--- src/rtl/uart_time_reporter.sv ---
// Snapshots NUM_FIELDS two-digit time fields and streams them into the UART TX FIFO
// as one ASCII line "FF:..:FF" CR LF, on request or periodically from the 100 Hz tick.
module uart_time_reporter #(
   parameter int unsigned NUM_FIELDS   = 4,
   parameter int unsigned FIELD_WIDTH  = 7,
   parameter int unsigned DATA_WIDTH   = 8,
   parameter int unsigned PERIOD_TICKS = 100,
   parameter logic [7:0]  SEP_CHAR     = 8'h3A
) (
   input  logic                              clk,
   input  logic                              rst,
   input  logic                              tick_100hz,
   input  logic                              auto_en,
   input  logic                              req,
   input  logic [NUM_FIELDS*FIELD_WIDTH-1:0] fields_in,
   input  logic                              tx_full,
   output logic                              tx_push,
   output logic [DATA_WIDTH-1:0]             tx_data,
   output logic                              busy,
   output logic [7:0]                        drop_cnt
);

   localparam int unsigned SNAP_W = NUM_FIELDS * FIELD_WIDTH;
   localparam int unsigned IDX_W  = (NUM_FIELDS > 1) ? $clog2(NUM_FIELDS) : 1;
   localparam int unsigned CNT_W  = (PERIOD_TICKS > 1) ? $clog2(PERIOD_TICKS) : 1;

   localparam logic [IDX_W-1:0] IDX_LAST  = IDX_W'(NUM_FIELDS - 1);
   localparam logic [CNT_W-1:0] CNT_LAST  = CNT_W'(PERIOD_TICKS - 1);
   localparam logic [7:0]       ASCII_0   = 8'h30;
   localparam logic [7:0]       ASCII_CR  = 8'h0D;
   localparam logic [7:0]       ASCII_LF  = 8'h0A;
   localparam logic [7:0]       DROP_MAX  = 8'hFF;

   typedef enum logic [2:0] {
      S_IDLE = 3'd0,
      S_TENS = 3'd1,
      S_ONES = 3'd2,
      S_SEP  = 3'd3,
      S_CR   = 3'd4,
      S_LF   = 3'd5
   } state_t;

   state_t              state;
   logic [SNAP_W-1:0]   snapshot;
   logic [IDX_W-1:0]    idx;
   logic [CNT_W-1:0]    period_cnt;

   logic                auto_hit;
   logic                trig;
   logic [FIELD_WIDTH-1:0] field_raw;
   logic [6:0]          field_sat;
   logic [3:0]          tens;
   logic [3:0]          ones;
   logic [7:0]          line_byte;

   // Trigger sources; a request and a periodic hit in the same cycle are one trigger
   assign auto_hit = auto_en & tick_100hz & (period_cnt == CNT_LAST);
   assign trig     = req | auto_hit;

   // Flow control: a byte is offered whenever a line is active and the FIFO has room
   assign busy    = (state != S_IDLE);
   assign tx_push = busy & ~tx_full;

   // Current field from the frozen snapshot, saturated to 99 and split into digits
   always_comb begin
      field_raw = snapshot[32'(idx) * FIELD_WIDTH +: FIELD_WIDTH];
      if (32'(field_raw) > 32'd99) begin
         field_sat = 7'd99;
      end else begin
         field_sat = 7'(field_raw);
      end
      tens = 4'(field_sat / 7'd10);
      ones = 4'(field_sat % 7'd10);
   end

   // Byte for the current state; zero while idle
   always_comb begin
      line_byte = 8'h00;
      unique case (state)
         S_TENS:  line_byte = ASCII_0 + {4'h0, tens};
         S_ONES:  line_byte = ASCII_0 + {4'h0, ones};
         S_SEP:   line_byte = SEP_CHAR;
         S_CR:    line_byte = ASCII_CR;
         S_LF:    line_byte = ASCII_LF;
         default: line_byte = 8'h00;
      endcase
   end

   assign tx_data = DATA_WIDTH'(line_byte);

   // Line sequencer; every non-idle state advances only on a cycle that pushed
   always_ff @(posedge clk or negedge rst) begin
      if (!rst) begin
         state    <= S_IDLE;
         snapshot <= '0;
         idx      <= '0;
      end else begin
         unique case (state)
            S_IDLE: begin
               if (trig) begin
                  snapshot <= fields_in;
                  idx      <= IDX_LAST;
                  state    <= S_TENS;
               end
            end
            S_TENS: begin
               if (tx_push) state <= S_ONES;
            end
            S_ONES: begin
               if (tx_push) state <= (idx == '0) ? S_CR : S_SEP;
            end
            S_SEP: begin
               if (tx_push) begin
                  idx   <= idx - IDX_W'(1);
                  state <= S_TENS;
               end
            end
            S_CR: begin
               if (tx_push) state <= S_LF;
            end
            S_LF: begin
               if (tx_push) state <= S_IDLE;
            end
            default: state <= S_IDLE;
         endcase
      end
   end

   // Periodic report counter; runs regardless of busy, cleared while disabled
   always_ff @(posedge clk or negedge rst) begin
      if (!rst) begin
         period_cnt <= '0;
      end else if (!auto_en) begin
         period_cnt <= '0;
      end else if (tick_100hz) begin
         period_cnt <= auto_hit ? '0 : period_cnt + CNT_W'(1);
      end
   end

   // Triggers arriving while a line is in flight are dropped and counted
   always_ff @(posedge clk or negedge rst) begin
      if (!rst) begin
         drop_cnt <= '0;
      end else if (trig && busy && (drop_cnt != DROP_MAX)) begin
         drop_cnt <= drop_cnt + 8'd1;
      end
   end

endmodule

--- config.mk ---
export PLATFORM = sky130hd
export DESIGN_NAME = uart_time_reporter
export DESIGN_NICKNAME = d
export VERILOG_FILES = /design/src/rtl/uart_time_reporter.sv
export SDC_FILE = /design/constraint.sdc
export NUM_CORES = 1
export LEC_CHECK = 0
export BUFFER_PORTS_ARGS = -buffer_cell sky130_fd_sc_hd__buf_2
export CORE_ASPECT_RATIO = 1.4
export CORE_UTILIZATION = 45
export CTS_BUF_LIST = sky130_fd_sc_hd__clkbuf_16
export CTS_CLUSTER_SIZE = 25
export DETAILED_ROUTE_END_ITERATION = 10
export PLACE_DENSITY = 0.75
export SLEW_MARGIN = 30
export SYNTH_ARGS = -nofsm -noshare
export SYNTH_HDL_FRONTEND = slang
export SYNTH_SLANG_ARGS = --single-unit
--- constraint.sdc ---
create_clock -name clk -period 5.7 [get_ports clk]
set_input_delay 0.855 -clock clk [delete_from_list [all_inputs] [get_ports clk]]
set_output_delay 0.855 -clock clk [all_outputs]
set_load 0.02 [all_outputs]
==> results.json, run 1 <==
{
  "grt_overflow_total": 0,
  "seq_area_frac_synth": 0.4078,
  "cts.hold.buffers_added": 0,
  "clk_path_buf_depth": 2,
  "slowest_delay_ns": 0.54,
  "critical_path.reg2reg.endpoint": "drop_cnt[5]$_DFFE_PN0P_",
  "timing.reg2reg.worst_path_depth": 8,
  "syn_area_per_cell_um2": 10.71,
  "worstSetupPathDepth": 20,
  "kind_of_cell_with_the_highest_combined_delay_on_the_critical_path": "compound AO/OA/AOI/OAI gates",
  "drt-initial-drc-count": 117,
  "place.gp.congestion": 0.9163,
  "numPortBuffers": 49,
  "synth_top_area_cell": "dfrtp_1",
  "timing.critical_path.buf_inv": 4,
  "timing.critical_path.arrival_ns": 4.79,
  "timing.slew.headroom": 0.6033,
  "stdcell_count": 415,
  "path_class": "reg -> out",
  "yosys_register_bits": 48,
  "max_slew_violations": 0,
  "async_reset_ff_frac": 1.000,
  "timing.final.crit_period_ns": 5.649,
  "max_cap_viol_count": 0,
  "clk_transition_reported_paths_ns": 0.06,
  "die_h_um": 97.73,
  "timing.hold.worst.class": "reg -> reg",
  "synth_area_um2": 2945,
  "synth_top_area_frac": 0.4078,
  "layout-drive-gt1-share": 0.4140,
  "reg2reg_slack_ns": 3.59,
  "route.vias.total": 2416,
  "startpoint_type": "register",
  "floorplan.die_area_um2": 6877,
  "yosys_warn_count": 0,
  "number_of_synthesized_flops_with_an_enable_pin": 0,
  "first_global_vias": 2337,
  "holdWs_ns": 0.4926,
  "drtAntennaViolNets": 0,
  "synth.top_cells.by_count": "48 x dfrtp_1, 31 x mux2_2, 18 x nor2_1",
  "timing.critical_path.to_type": "primary output",
  "max_slew.worst_pin.slew_ns": 0.5950,
  "synth_area_leaders": "dfrtp_1 41%, mux2_2 12%, mux4_2 5.4%, o21ai_0 2.7%, ha_1 2.5%",
  "hold_violations": 0,
  "worstSkewPairLatency_ns": 0.28,
  "critPathMaxFanout": 5,
  "setup.worst_path.start": "idx[0]$_DFFE_PN0P_",
  "grt_use_total": 0.1869,
  "core_area_um2": 6254,
  "antenna_cells": 0,
  "setup_viol": 0,
  "ys_dominant_reg_cell": "dfrtp_1",
  "wl_per_cell_um": 15.73,
  "maxClockFrequency_mhz": 177.0,
  "fp.dieW_um": 70.38,
  "critical_path_cell_sequence": "mux4_2 > buf_4 > inv_1 > ha_4 > or3_4 > nand3_2 > ha_2 > or3b_1 > a2bb2oi_2 > a31o_1 > a21oi_2 > o21ai_0 > o21ai_1 > ha_2 > inv_1 > a21oi_1 > a211oi_1 > or3_4 > o311ai_2 > buf_4",
  "synthesis.instances": 275,
  "num-nets-final": 382,
  "status": "completed",
  "route.final.wire_length_um": 6527,
  "post_drt_via_cell_ratio": 5.822,
  "row_count": 34,
  "antenna_violations_before_repair": 0,
  "yosys.cell_count.top_type": "dfrtp_1",
  "cts-buffers-inserted": 5,
  "drt_drc_violations_left": 0,
  "grt_pass1_wl_um": 10420,
  "cts_tree": "yes",
  "critPathCapture": "tx_data[2]",
  "number_of_unique_standard_cell_types_used_by_synthesis": 60,
  "cts_root_buf": "clkbuf_16",
  "first_pass_iters": 4,
  "clkSinkCount": 48,
  "grt_start_max_net_pins": 49,
  "final_min_period_over_clock_period": 0.9911,
  "htreeDepth": 2,
  "final.setup_skew_ns": 0.004760,
  "top_level_ports": 52,
  "critPathRequiredTime_ns": 4.85,
  "inst_count_dp": 396,
  "initial_utilization": 0.4710,
  "critPathSlowestCell": "mux4_2",
  "dp_hpwl_um": 4682,
  "worst_r2r_startpoint": "period_cnt[0]$_DFFE_PN0P_",
  "layout-area-overhead-vs-synth_pct": 20.90
}
-- timing repair --
item / in CTS / in global routing
gates resized for setup: 3 / 7
endpoints found under the setup margin: 3 / 3
pin swaps: 3 / 3
buffers inserted: 4 / 7
-- flip-flops by register name, summed over array words and instances (netlist names) --
register	cells
state	3
snapshot	28
idx	2
period_cnt	7
drop_cnt	8
-- through the flow --
step,utilization,area (um^2),setup TNS (ns),setup WS (ns)
after detailed placement,0.5288,3307,-0.02478,-0.02478
after global placement,0.5284,3304,0,0.1752
after CTS,0.5560,3477,0,0.03020
after global routing,0.5694,3561,-0.3456,-0.1595
final,0.5694,3561,0,0.05090
after floorplan,-,2949,0,0.1617
-- cell usage in the layout, fill, tap and decap left out, types with 3 or more instances in the layout --
| cell type | count |
|---|---|
| nand2_1 | 15 |
| ha_1 | 3 |
| mux4_2 | 7 |
| nor2_1 | 17 |
| nor2b_1 | 5 |
| inv_1 | 11 |
| o21ai_0 | 15 |
| buf_2 | 47 |
| dfrtp_1 | 47 |
| buf_4 | 25 |
| nand3_1 | 8 |
| a21o_1 | 3 |
| a21oi_1 | 11 |
| xnor2_1 | 6 |
| o31ai_1 | 4 |
| mux2_2 | 31 |
| clkbuf_16 | 5 |
| and2_1 | 5 |
| or2_2 | 5 |
| mux2i_1 | 3 |
| nor3_1 | 6 |
| nand2b_1 | 6 |
-- layer usage --
| layer | vias to the layer above | part of all wire | global-route usage |
|---|---|---|---|
| li1 | 1141 | - | - |
| met5 | - | 0 | 0 |
| met2 | 56 | 0.54 | 0.3370 |
| met1 | 1209 | 0.42 | 0.2296 |
| met3 | 10 | 0.022 | 0.01556 |
| met4 | 0 | 0.017 | 0.06769 |
-- layout make-up --
class | count | area [um^2]
fill | 523 | 2693
inverter | 9 | 33.78
timing repair buffer | 72 | 422.9
tap | 72 | 90.09
sequential | 48 | 1202
multi-input combinational | 206 | 1675
clock inverter | 3 | 11.26
clock buffer | 5 | 125.1
-- worst min path at each step --
stage	slack, ns	depth (start not counted)	to	startpoint
floorplan	0.45	1	period_cnt[6]$_DFFE_PN0P_	period_cnt[6]$_DFFE_PN0P_
global placement	0.47	1	period_cnt[6]$_DFFE_PN0P_	period_cnt[6]$_DFFE_PN0P_
detailed placement	0.47	1	period_cnt[6]$_DFFE_PN0P_	period_cnt[6]$_DFFE_PN0P_
CTS	0.49	1	period_cnt[6]$_DFFE_PN0P_	period_cnt[6]$_DFFE_PN0P_
global route	0.51	1	period_cnt[6]$_DFFE_PN0P_	period_cnt[6]$_DFFE_PN0P_
finish	0.49	1	period_cnt[6]$_DFFE_PN0P_	period_cnt[6]$_DFFE_PN0P_
-- cell families (layout without fill, tap and decap cells) --
family / Yosys count / after routing / share of synthesized area
DFF: 48 / 48 / 0.4078
buffers and inverters: 22 / 89 / 0.03610
adders and majority gates: 6 / 6 / 0.02549
and+or+nand+nor: 87 / 87 / 0.1610
muxes: 42 / 42 / 0.1873
other: 1 / 2 / 0.001273
AOI/OAI and AO/OA: 61 / 61 / 0.1572
xor gates and xnor gates: 8 / 8 / 0.02379
Power of run 1 is left out: the tool's default activity adds up to more than one toggle a clock period on the data nets, which glitch-free logic cannot reach.
==> run 2, diff against run 1 <==
==> constraint.sdc (replaced) <==
create_clock -name clk -period 6.65 [get_ports clk]
set_input_delay 0.9975 -clock clk [delete_from_list [all_inputs] [get_ports clk]]
set_output_delay 0.9975 -clock clk [all_outputs]
set_load 0.02 [all_outputs]
==> run 2 against run 1 <==
Compared with the run above:
- clock skew hardly changed
- worst hold slack worse by 0.0044 ns
- first-iteration DRC count is 30% lower
- clock-buffer cell count stayed put
- cell area is 5.4% lower
- core utilization is 3.1 points lower
- critical endpoint unchanged
- register-to-register slack better by 0.99 ns
- sequential share of layout area is 2.0 points higher
- critical path type unchanged
- wire length is 7.2% lower
- die area stayed put
- worst setup slack better by 0.28 ns
- global-route usage is 0.29 points higher
==> results.json, run 2 (synthesis results as in run 1) <==
{
  "final_min_period_over_clock_period": 0.9503,
  "drt-initial-drc-count": 82,
  "cts_root_buf": "clkbuf_16",
  "worstSkewPairLatency_ns": 0.28,
  "layout-drive-gt1-share": 0.3688,
  "max_cap_viol_count": 0,
  "floorplan.die_area_um2": 6877,
  "first_pass_iters": 4,
  "status": "completed",
  "antenna_violations_before_repair": 0,
  "grt_setup_unrepaired": "false",
  "fin_tns_setup_ns": 0,
  "clk_path_buf_depth": 2,
  "critPathMaxFanout": 11,
  "largest_registers": "snapshot (28), drop_cnt (8), period_cnt (7)",
  "critPathRequiredTime_ns": 5.65,
  "place.gp.congestion": 0.8870,
  "drt_drc_violations_left": 0,
  "dp_hpwl_um": 4631,
  "row_count": 34,
  "grt_overflow_total": 0,
  "timing.critical_path.to_type": "primary output",
  "timing.final.crit_period_ns": 6.320,
  "placement.cell_area_um2": 3239,
  "route.final.wire_length_um": 6055,
  "cts_tree": "yes",
  "finish.instance_area_um2": 3369,
  "grt_start_max_net_pins": 49,
  "clkSinkCount": 48,
  "num-nets-final": 362,
  "route.vias.total": 2255,
  "numPortBuffers": 49,
  "timing.critical_path.arrival_ns": 5.32,
  "final_common_cell": "buf_2",
  "max_reg_flops": 28,
  "layout-area-overhead-vs-synth_pct": 14.40,
  "top_level_ports": 52,
  "htreeDepth": 2,
  "antenna_cells": 0,
  "startpoint_type": "register",
  "max_slew_violations": 0,
  "cts-buffers-inserted": 5,
  "first_global_vias": 2244,
  "grt_use_total": 0.1898,
  "path_class": "reg -> out",
  "post-cts-setup-buffer-count": 0,
  "timing.hold.worst.class": "reg -> reg",
  "drtAntennaViolNets": 0,
  "mostFrequentLayoutCells": "48 x buf_2, 46 x dfrtp_1, 31 x mux2_2",
  "die_h_um": 97.73,
  "grt_pass1_wl_um": 10480,
  "max_slew.worst_pin.slew_ns": 0.7876,
  "final.setup_skew_ns": 0.004356,
  "maxClockFrequency_mhz": 158.2,
  "top_reg_by_flops": "snapshot",
  "timing.slew.headroom": 0.4738,
  "final_layout_fill_cell_count": 538,
  "post_drt_via_cell_ratio": 5.753,
  "clk_transition_reported_paths_ns": 0.06,
  "wl_per_cell_um": 15.45,
  "setup_viol": 0,
  "core_area_um2": 6254,
  "postCtsResizedCells": 0,
  "cts.hold.buffers_added": 0,
  "initial_utilization": 0.4710,
  "hold_violations": 0,
  "fp.dieW_um": 70.38
}
run 2: metrics by stage:
stage	util	hold WS (ns)	worst slack (ns)	cells
global route	0.5388	0.5104	0.01960	392
global placement	0.5176	0.4729	0.7402	387
finish	0.5388	0.4881	0.3304	392
detailed placement	0.5180	0.4717	0.4357	387
floorplan	-	0.4456	0.9692	276
CTS	0.5380	0.4846	0.1157	392
run 2: routing by layer:
metal | GRT usage | routed length, um | up-vias
li1 | - | - | 1099
met1 | 0.2454 | 2628 | 1090
met2 | 0.3187 | 3130 | 55
met3 | 0.03320 | 187 | 11
met4 | 0.06462 | 110 | 0
met5 | 0 | 0 | -
run 2: worst max-delay path, stage by stage, from the launching register on:
cell	delay [ns]
dfrtp_2	0.44
mux4_2	0.63
nand2_1	0.19
and2_1	0.16
ha_2	0.25
or3_4	0.16
nand3_1	0.14
ha_1	0.27
or3b_1	0.38
a2bb2oi_1	0.17
a31o_1	0.29
a21oi_2	0.21
o21ai_0	0.12
o21ai_1	0.21
ha_1	0.24
inv_1	0.09
a21oi_1	0.14
a211oi_1	0.09
or3_4	0.39
o311ai_2	0.25
buf_2	0.20
run 2: worst paths after layout:
| kind | endpoint | slack [ns] | startpoint | cells past startpoint |
|---|---|---|---|---|
| hold / removal | period_cnt[6]$_DFFE_PN0P_ | 0.49 | period_cnt[6]$_DFFE_PN0P_ | 1 |
| max in group asynchronous | idx[1]$_DFFE_PN0P_ | 5.50 | rst | 1 |
| min in group asynchronous | snapshot[12]$_DFFE_PN0P_ | 0.71 | rst | 1 |
| hold reg to reg | period_cnt[6]$_DFFE_PN0P_ | 0.49 | period_cnt[6]$_DFFE_PN0P_ | 1 |
| setup reg to reg | snapshot[6]$_DFFE_PN0P_ | 4.58 | period_cnt[0]$_DFFE_PN0P_ | 7 |
| setup / recovery | tx_data[2] | 0.33 | idx[0]$_DFFE_PN0P_ | 20 |
run 2: cell type report:
| class | count | area [um^2] | share of cell area |
|---|---|---|---|
| flip-flops and latches | 48 | 1204 | 0.3572 |
| repair buffers | 52 | 270.3 | 0.08021 |
| multi-input cells | 206 | 1647 | 0.4887 |
| inverters | 9 | 33.78 | 0.01003 |
| clock buffers | 5 | 125.1 | 0.03713 |
| well taps | 72 | 90.09 | 0.02674 |
Power of run 2 is left out for the same reason.
==> run 3, diff against run 2 <==
==> constraint.sdc (replaced) <==
create_clock -name clk -period 6.45 [get_ports clk]
set_input_delay 0.9675 -clock clk [delete_from_list [all_inputs] [get_ports clk]]
set_output_delay 0.9675 -clock clk [all_outputs]
set_load 0.02 [all_outputs]
==> run 3 against run 2 <==
Compared with the run above:
- cell area increased by 0.78%
- critical endpoint unchanged
- via count increased by 0.98%
- register-to-register slack got worse by 0.23 ns
- non-clock buffer count increased by 2
==> results.json, run 3 (synthesis results as in run 1) <==
{
  "final.setup_skew_ns": 0.004672,
  "final-seq-area_um2": 1204,
  "drtAntennaViolNets": 0,
  "startpoint_type": "register",
  "core_area_um2": 6254,
  "grt.met1_usage": 0.2351,
  "grt.met3_usage": 0.02801,
  "clk_transition_reported_paths_ns": 0.06,
  "max_slew.worst_pin.slew_ns": 0.7965,
  "drt-initial-drc-count": 93,
  "critPathRequiredTime_ns": 5.48,
  "wl_per_cell_um": 15.32,
  "reg2reg_slack_ns": 4.35,
  "floorplan.die_area_um2": 6877,
  "timing.slew.headroom": 0.4679,
  "num-nets-final": 364,
  "timing.hold.worst.class": "reg -> reg",
  "path_class": "reg -> out",
  "clk_path_buf_depth": 2,
  "postLayoutSetupSlackWorst_ns": 0.2621,
  "route.vias.total": 2277,
  "die_h_um": 97.73,
  "final_common_cell": "buf_2",
  "critPathMaxFanout": 8,
  "dp_hpwl_um": 4489,
  "drt_drc_violations_left": 0,
  "multi_input_area_um2": 1647,
  "place.gp.congestion": 0.9074,
  "layout-drive-gt1-share": 0.3692,
  "max_reg_flops": 28,
  "first_pass_iters": 4,
  "hold_violations": 0,
  "mostFrequentLayoutCells": "48 x buf_2, 46 x dfrtp_1, 31 x mux2_2",
  "row_count": 34,
  "route.final.wire_length_um": 6081,
  "top_reg_by_flops": "snapshot",
  "htreeDepth": 2,
  "top_level_ports": 52,
  "final_util": 0.5430,
  "status": "completed",
  "final_min_period_over_clock_period": 0.9594,
  "place_ws_ns": 0.3406,
  "timing.final.crit_period_ns": 6.188,
  "maxClockFrequency_mhz": 161.6,
  "grt_start_max_net_pins": 49,
  "layout-area-overhead-vs-synth_pct": 15.29,
  "cts_tree": "yes",
  "clkSinkCount": 48,
  "numPortBuffers": 49,
  "fp.dieW_um": 70.38,
  "worstSkewPairLatency_ns": 0.28,
  "max_slew_violations": 0,
  "largest_registers": "snapshot (28), drop_cnt (8), period_cnt (7)",
  "first_global_vias": 2298,
  "initial_utilization": 0.4710,
  "use_met2": 0.3128,
  "timing.critical_path.arrival_ns": 5.22,
  "top_usage_layer": "met2",
  "grt_overflow_total": 0,
  "setup_viol": 0,
  "grt_pass1_wl_um": 10470,
  "antenna_cells": 0,
  "final_layout_fill_cell_count": 527,
  "post_drt_via_cell_ratio": 5.736,
  "cts_root_buf": "clkbuf_16",
  "antenna_violations_before_repair": 0,
  "grt_use_total": 0.1882,
  "cts-buffers-inserted": 5,
  "max_cap_viol_count": 0,
  "timing.critical_path.to_type": "primary output"
}
[run 3: final cells by class]
| cell class | instances | area share |
|---|---|---|
| multi-input cells | 206 | 0.4849 |
| clock buffers | 5 | 0.03685 |
| repair buffers | 54 | 0.08401 |
| flip-flops and latches | 48 | 0.3545 |
| well taps | 72 | 0.02653 |
| inverters | 9 | 0.009948 |
| clock inverters | 3 | 0.003316 |
[run 3: worst max-delay path, cell delays in order (launching register included)]
cell and delay (ns):
dfrtp_2 0.44, mux4_2 0.58, nand2_1 0.15, and2_1 0.15
ha_2 0.24, or3_4 0.16, nand3_1 0.11, ha_1 0.26
or3b_1 0.38, a2bb2oi_1 0.17, a31o_1 0.28, a21oi_2 0.20
o21ai_0 0.12, o21ai_1 0.26, ha_1 0.26, inv_1 0.09
a21oi_1 0.14, a211oi_1 0.10, or3_4 0.40, o311ai_2 0.24
buf_2 0.20
[run 3: repair_timing]
| item | CTS | global route |
|---|---|---|
| hold buffers | 0 | 0 |
| setup endpoints to repair | 0 | 3 |
| gates resized for setup | 0 | 4 |
| buffers inserted | 0 | 3 |
[run 3: through the flow]
step / cell area, um^2 / setup TNS (ns) / hold slack (ns) / cells
after floorplan: 2949 / 0 / 0.4456 / 276
after global placement: 3229 / 0 / 0.4741 / 386
after detailed placement: 3232 / 0 / 0.4881 / 386
after CTS: 3368 / 0 / 0.4957 / 394
after global routing: 3396 / -0.005170 / 0.5179 / 397
final: 3396 / 0 / 0.4914 / 397
[run 3: final timing paths]
path                            cells after the start                   endpoint                 startpoint
worst max-delay path                               20                 tx_data[2]         idx[0]$_DFFE_PN0P_
worst min-delay path                                1  period_cnt[6]$_DFFE_PN0P_  period_cnt[6]$_DFFE_PN0P_
worst max register to register                      8    drop_cnt[5]$_DFFE_PN0P_  period_cnt[0]$_DFFE_PN0P_
worst min register to register                      1  period_cnt[6]$_DFFE_PN0P_  period_cnt[6]$_DFFE_PN0P_
max in group asynchronous                           1         idx[1]$_DFFE_PN0P_                        rst
min in group asynchronous                           1    snapshot[4]$_DFFE_PN0P_                        rst
[run 3: per-layer routing]
layer / routed length [um] / share of wire / vias to the layer above
li1: - / - / 1095
met4: 215 / 0.035 / 0
met5: 0 / 0 / -
met2: 3021 / 0.50 / 66
met3: 190 / 0.031 / 19
met1: 2654 / 0.44 / 1097
Power of run 3 is left out for the same reason.
